==> config.mk <==
export PLATFORM = sky130hd
export DESIGN_NAME = branch_predictor
export DESIGN_NICKNAME = d
export VERILOG_FILES = /design/src/rtl/branch_predictor.sv
export SDC_FILE = /design/constraint.sdc
export NUM_CORES = 1
export LEC_CHECK = 0
export BUFFER_PORTS_ARGS = -buffer_cell sky130_fd_sc_hd__buf_2
export CAP_MARGIN = 20
export CORE_AREA = 2 2 98 171
export CTS_CLUSTER_DIAMETER = 200
export DETAILED_ROUTE_END_ITERATION = 10
export DIE_AREA = 0 0 100 173
export PLACE_DENSITY = 0.54
export SLEW_MARGIN = 20
export SYNTH_ARGS = -nofsm -noshare
export SYNTH_HDL_FRONTEND = slang
export SYNTH_SLANG_ARGS = --single-unit
==> constraint.sdc <==
create_clock -name clk -period 6.2 [get_ports clk]
set_clock_uncertainty 0.05 [all_clocks]
set_input_delay 0.31 -clock clk [delete_from_list [all_inputs] [get_ports clk]]
set_output_delay 0.31 -clock clk [all_outputs]
set_load 0.03 [all_outputs]
==> src/rtl/branch_predictor.sv <==
// Dynamic branch-direction predictor: PC-indexed table of 2-bit saturating counters
// with branch and mispredict statistics.
module branch_predictor #(
    parameter int unsigned XLEN  = 32,
    parameter int unsigned IDX_W = 4,
    parameter int unsigned CNT_W = 32
) (
    input  logic             clk,
    input  logic             rst,
    input  logic [XLEN-1:0]  pc_f,
    output logic             pred_taken,
    input  logic [XLEN-1:0]  upd_pc,
    input  logic [4:0]       upd_brop,
    input  logic             upd_taken,
    input  logic             upd_pred,
    output logic [CNT_W-1:0] br_count,
    output logic [CNT_W-1:0] mispred_count,
    output logic             mispredict
);

    localparam int unsigned ENTRIES = 1 << IDX_W;

    logic [1:0]       cnt [ENTRIES];
    logic [IDX_W-1:0] rd_idx;
    logic [IDX_W-1:0] wr_idx;
    logic             upd_valid;
    logic             unused_pc_bits;

    assign rd_idx     = pc_f[IDX_W+1:2];
    assign wr_idx     = upd_pc[IDX_W+1:2];
    assign pred_taken = cnt[rd_idx][1];

    // Untagged table: only the index bits of either PC participate.
    assign unused_pc_bits = ^{pc_f[XLEN-1:IDX_W+2], pc_f[1:0],
                              upd_pc[XLEN-1:IDX_W+2], upd_pc[1:0]};

    // Only conditional BrOps train; an X selector falls to default and is ignored.
    always_comb begin
        upd_valid = 1'b0;
        case (upd_brop)
            5'd1, 5'd2, 5'd3, 5'd4, 5'd5, 5'd6: upd_valid = 1'b1;
            default:                             upd_valid = 1'b0;
        endcase
    end

    always_ff @(posedge clk) begin
        if (rst) begin
            for (int unsigned i = 0; i < ENTRIES; i++) begin
                cnt[IDX_W'(i)] <= 2'b01;
            end
            br_count      <= '0;
            mispred_count <= '0;
            mispredict    <= 1'b0;
        end else begin
            mispredict <= 1'b0;
            if (upd_valid) begin
                if (upd_taken) begin
                    if (cnt[wr_idx] != 2'b11) cnt[wr_idx] <= cnt[wr_idx] + 2'd1;
                end else begin
                    if (cnt[wr_idx] != 2'b00) cnt[wr_idx] <= cnt[wr_idx] - 2'd1;
                end
                br_count <= br_count + CNT_W'(1);
                if (upd_pred != upd_taken) begin
                    mispred_count <= mispred_count + CNT_W'(1);
                    mispredict    <= 1'b1;
                end
            end
        end
    end

endmodule

Word level (Yosys, flattened, before mapping)
Memories as Yosys holds them, arrays and structs flattened.
Index checks and enable logic that the tools add are counted.
W data, S select, Z words.
{"block": "totals", "inputBits": 73, "elab_cells": 41, "out_inout_bits": 66, "ff_bits": 65, "mem_count": 1, "mem_bits_rw": 32}
{"block": "op_classes", "reduce_logical": 5, "mux": 18, "bitwise": 2, "eq_ne": 8, "addsub": 4}
{"name": "cnt", "words": 16, "width": 2, "rd": 2, "rd_ports_with_merged_regs": 0, "wr": 16, "line": "23", "rtl": "logic [1:0] cnt [ENTRIES];"}
{"cell": "$add A32 B1 Y32 const B", "count": 2}
{"cell": "$eq A5 B3 Y1 const B", "count": 3}
{"cell": "$mux W1", "count": 15}
{"cell": "$eq A5 B2 Y1 const B", "count": 2}
{"cell": "$reduce_or A6 Y1", "count": 1}
{"cell": "$eq A5 B1 Y1 const B", "count": 1}
{"cell": "$mux W2", "count": 2}
{"cell": "$mux W4", "count": 1}
{"cell": "$reduce_or A2 Y1", "count": 2}
{"cell": "$add A2 B1 Y2 const B", "count": 1}
{"cell": "$ne A2 B2 Y1 const B", "count": 1}
{"cell": "$reduce_and A2 Y1", "count": 1}
{"cell": "$reduce_bool A2 Y1", "count": 1}
{"cell": "$sub A2 B1 Y2 const B", "count": 1}
{"cell": "$ne A1 B1 Y1", "count": 1}
{"cell": "$not A1 Y1", "count": 1}
{"cell": "$or A1 B1 Y1", "count": 1}

Depth between registers and ports, before layout
An unclocked memory read counts as a cell.
{"block": "depth", "word_depth": 10, "mapped_depth": 9}

Least setup slack after synthesis
No wires, ideal clock.
{"block": "synth_timing", "path_kind": "input to register", "start": "in upd_pc[4]", "end": "mem cnt[6][0], enable pin", "cell_stages": 7, "setup_time_ns": 0.358, "t_arrival_ns": 1.829, "setup_slack_ns": 3.963, "path_cell_list": "buf_4 -> mux4_2 -> mux2i_1 -> mux2_2 -> a21oi_2 -> o2bb2ai_2 -> o41ai_1"}
{"element": "from (decl)", "line": "12", "rtl": "input logic [XLEN-1:0] upd_pc,"}
{"element": "to (decl)", "line": "23"}

==> flow_metrics.env <==
export IMPL_grt_max_degree=65
export IMPL_ys_types=43
export IMPL_cellLeakagePower_nw=2.08
export IMPL_postCtsSetupBuffers=0
export IMPL_crit_required_ns=6.16
export IMPL_drive_gt1_share_pct=21.1
export IMPL_antenna_found_initial=0
export IMPL_cts_tree="done"
export IMPL_antenna_cells=0
export IMPL_synth_main_ff_cell="dfxtp_1"
export IMPL_final_min_clock_period_ns=2.95
export IMPL_min_path_type="primary input to flop"
export IMPL_setup_viol=0
export IMPL_crit_fanout=64
export IMPL_start_util_pct=29.6
export IMPL_worst_pin_slew_ns=0.891
export IMPL_pwr_share_comb_pct=6.3
export IMPL_ys_async_sr_fraction_pct=0
export IMPL_nets=624
export IMPL_viasPerCell=5.18
export IMPL_pwr_share_clk_pct=43.7
export IMPL_cts_num_sinks=97
export IMPL_clock_path_buffers=2
export IMPL_synth_edff_count=32
export IMPL_dieHeight_microns=173
export IMPL_p_int_mw=1.03
export IMPL_seq_power_share_pct=50.0
export IMPL_cts_root_buf="clkbuf_16"
export IMPL_critPathLaunchType="primary input"
export IMPL_ctsResizeCount=0
export IMPL_outcome="completed"
export IMPL_htreeDepth=3
export IMPL_clkTransAtPathRegs_ns=0.07
export IMPL_cp_end_kind="flop"
export IMPL_critical_path_class="primary input to flop"
export IMPL_synth_seq_area_share_pct=48.2
export IMPL_syn_num_nets=554
export IMPL_placed_area_sq_um=5240
export IMPL_synth_area_per_cell_sq_um=9.80
export IMPL_ys_top_cells_by_count="nor2_1, dfxtp_1, nand3_1"
export IMPL_hold_buffers=0
export IMPL_max_slew_margin_pct=40.5
export IMPL_drc=0
export IMPL_ys_ff_latch=97
export IMPL_setup_tns_final_ns=0
export IMPL_grt_setup_unrepaired="false"
export IMPL_routed_wl_microns=12100
export IMPL_grt_usage_pct=14.0
export IMPL_ys_warn_count=0
export IMPL_post_route_period_util_pct=47.6
export IMPL_wire_per_inst_microns=16.2
export IMPL_crit_arrival_ns=2.92
export IMPL_yosysTopAreaCellShare_pct=27.7
export IMPL_overflow=0
export IMPL_dr_first_iter_drc_count=177
export IMPL_dp_cells=727
export IMPL_cap_violations=0
export IMPL_synthToLayoutAreaGrowth_pct=18.2
export IMPL_post_place_ws_ns=2.90
export IMPL_drt_pass1_iter_count=5
export IMPL_fmaxAchievable_mhz=339
export IMPL_clock_latency_ns=0.34
export IMPL_finalHoldViolations=0
export IMPL_design_area_sq_um=5550
export IMPL_die_x_microns=100
export IMPL_grt_pass1_wl_microns=19100
export IMPL_setup_ws_ns=3.25
export IMPL_fin_cells=743
export IMPL_synth_most_common_cell="nor2_1"
export IMPL_port_buffers=82
export IMPL_numCtsBuffers=9
export IMPL_dieArea_sq_um=17300
export IMPL_netlist_instances=479
export IMPL_rows=61
export IMPL_coreArea_sq_um=15900
export IMPL_ioPinCount=139
export IMPL_ant_nets=0
export IMPL_synth_top_cells_by_area="dfxtp_1, edfxtp_1, xor2_1"
export IMPL_p_sw_uw=306
export IMPL_power_share_switching_pct=23.0
export IMPL_gp_congestion=0.836
export IMPL_dpl_hpwl_microns=8810
export IMPL_grt_pass1_vias=3715
export IMPL_p_per_area_nw_per_um2=240
export IMPL_synth_area_sq_um=4690
export IMPL_vias=3851
export IMPL_report_final_slew_viol_count=0
export IMPL_peakVddDrop_v=0.000125
export IMPL_synth_top_area_cell="dfxtp_1"
## cell families (layout without fill, tap and decap cells)
kind of cell,after synthesis,after routing,synth area share (%)
fa+ha+maj,2,2,0.533
mux,21,21,6.90
simple gates,222,222,24.1
xor+xnor,59,59,11.0
flops,97,97,48.2
buf+inv,30,105,3.04
compound gates,48,48,6.18
## cells in the final DEF, fill, tap and decap left out, types with 5 or more instances in the layout
| cell type | synthesis | layout |
|---|---|---|
| buf_2 | 6 | 82 |
| nor2_1 | 68 | 68 |
| dfxtp_1 | 65 | 65 |
| nand3_1 | 43 | 43 |
| xor2_1 | 42 | 42 |
| nand2_1 | 36 | 36 |
| edfxtp_1 | 32 | 32 |
| nand4_1 | 21 | 21 |
| xnor2_1 | 17 | 17 |
| a21oi_1 | 17 | 17 |
| o21ai_0 | 14 | 14 |
| and4_1 | 11 | 11 |
| mux2i_1 | 11 | 11 |
| and3_1 | 11 | 11 |
| clkbuf_16 | 0 | 10 |
| mux4_2 | 9 | 9 |
| or3_1 | 5 | 5 |
## cell type report
| type | instances | area [sq um] |
|---|---|---|
| Clock inverter | 5 | 60.1 |
| Multi-Input combinational cell | 352 | 2290 |
| Tap cell | 189 | 236 |
| Clock buffer | 11 | 254 |
| Fill cell | 1628 | 10300 |
| Timing Repair Buffer | 85 | 433 |
| Sequential cell | 97 | 2260 |
| Inverter | 4 | 15.0 |
## critical path, stage by stage
cell and delay [ns]:
buf_2 0.10, buf_4 0.31, inv_1 0.54, and4_1 0.39, nor3b_1 0.76, nand2_1 0.17, o21ai_0 0.30
## registers in the layout, summed over array words and instances, names as in the netlist
signal / cells
br_count: 32
cnt: 32
mispred_count: 32
mispredict: 1
## power groups by stage
stage / combinational, mW / sequential (mW) / clock (mW)
4_1_cts: 0.0842 / 0.666 / 0.605
3_5_place_dp: 0.0842 / 0.681 / 0
2_1_floorplan: 0.0581 / 0.681 / 0
6_report: 0.0838 / 0.666 / 0.583
3_3_place_gp: 0.0822 / 0.680 / 0
5_1_grt: 0.0903 / 0.666 / 0.631
## per-layer routing
| metal | up-vias | part of all wire [%] | GRT usage [%] |
|---|---|---|---|
| li1 | 1849 | - | - |
| met1 | 1862 | 40 | 15.9 |
| met2 | 118 | 53 | 24.8 |
| met3 | 22 | 4.4 | 3.15 |
| met4 | 0 | 2.7 | 5.65 |
| met5 | - | 0 | 0 |
## worst paths after layout
kind                           from                end  slack, ns  cells past startpoint
setup reg to reg         cnt[13][0]          cnt[2][0]       3.59                      6
hold reg to reg   mispred_count[31]  mispred_count[31]       0.47                      2
setup / recovery                rst          cnt[9][0]       3.25                      7
hold / removal            upd_pc[2]          cnt[6][0]       0.38                      3
## stage by stage
step	util, %	total power, mW	hold slack, ns
final	35.0	1.33	0.376
after CTS	35.0	1.36	0.363
after global routing	35.0	1.39	0.394
after floorplan	-	0.739	0.559
after global placement	33.0	0.763	0.436
after detailed placement	33.0	0.765	0.465
(Power assumes the default switching activity.)
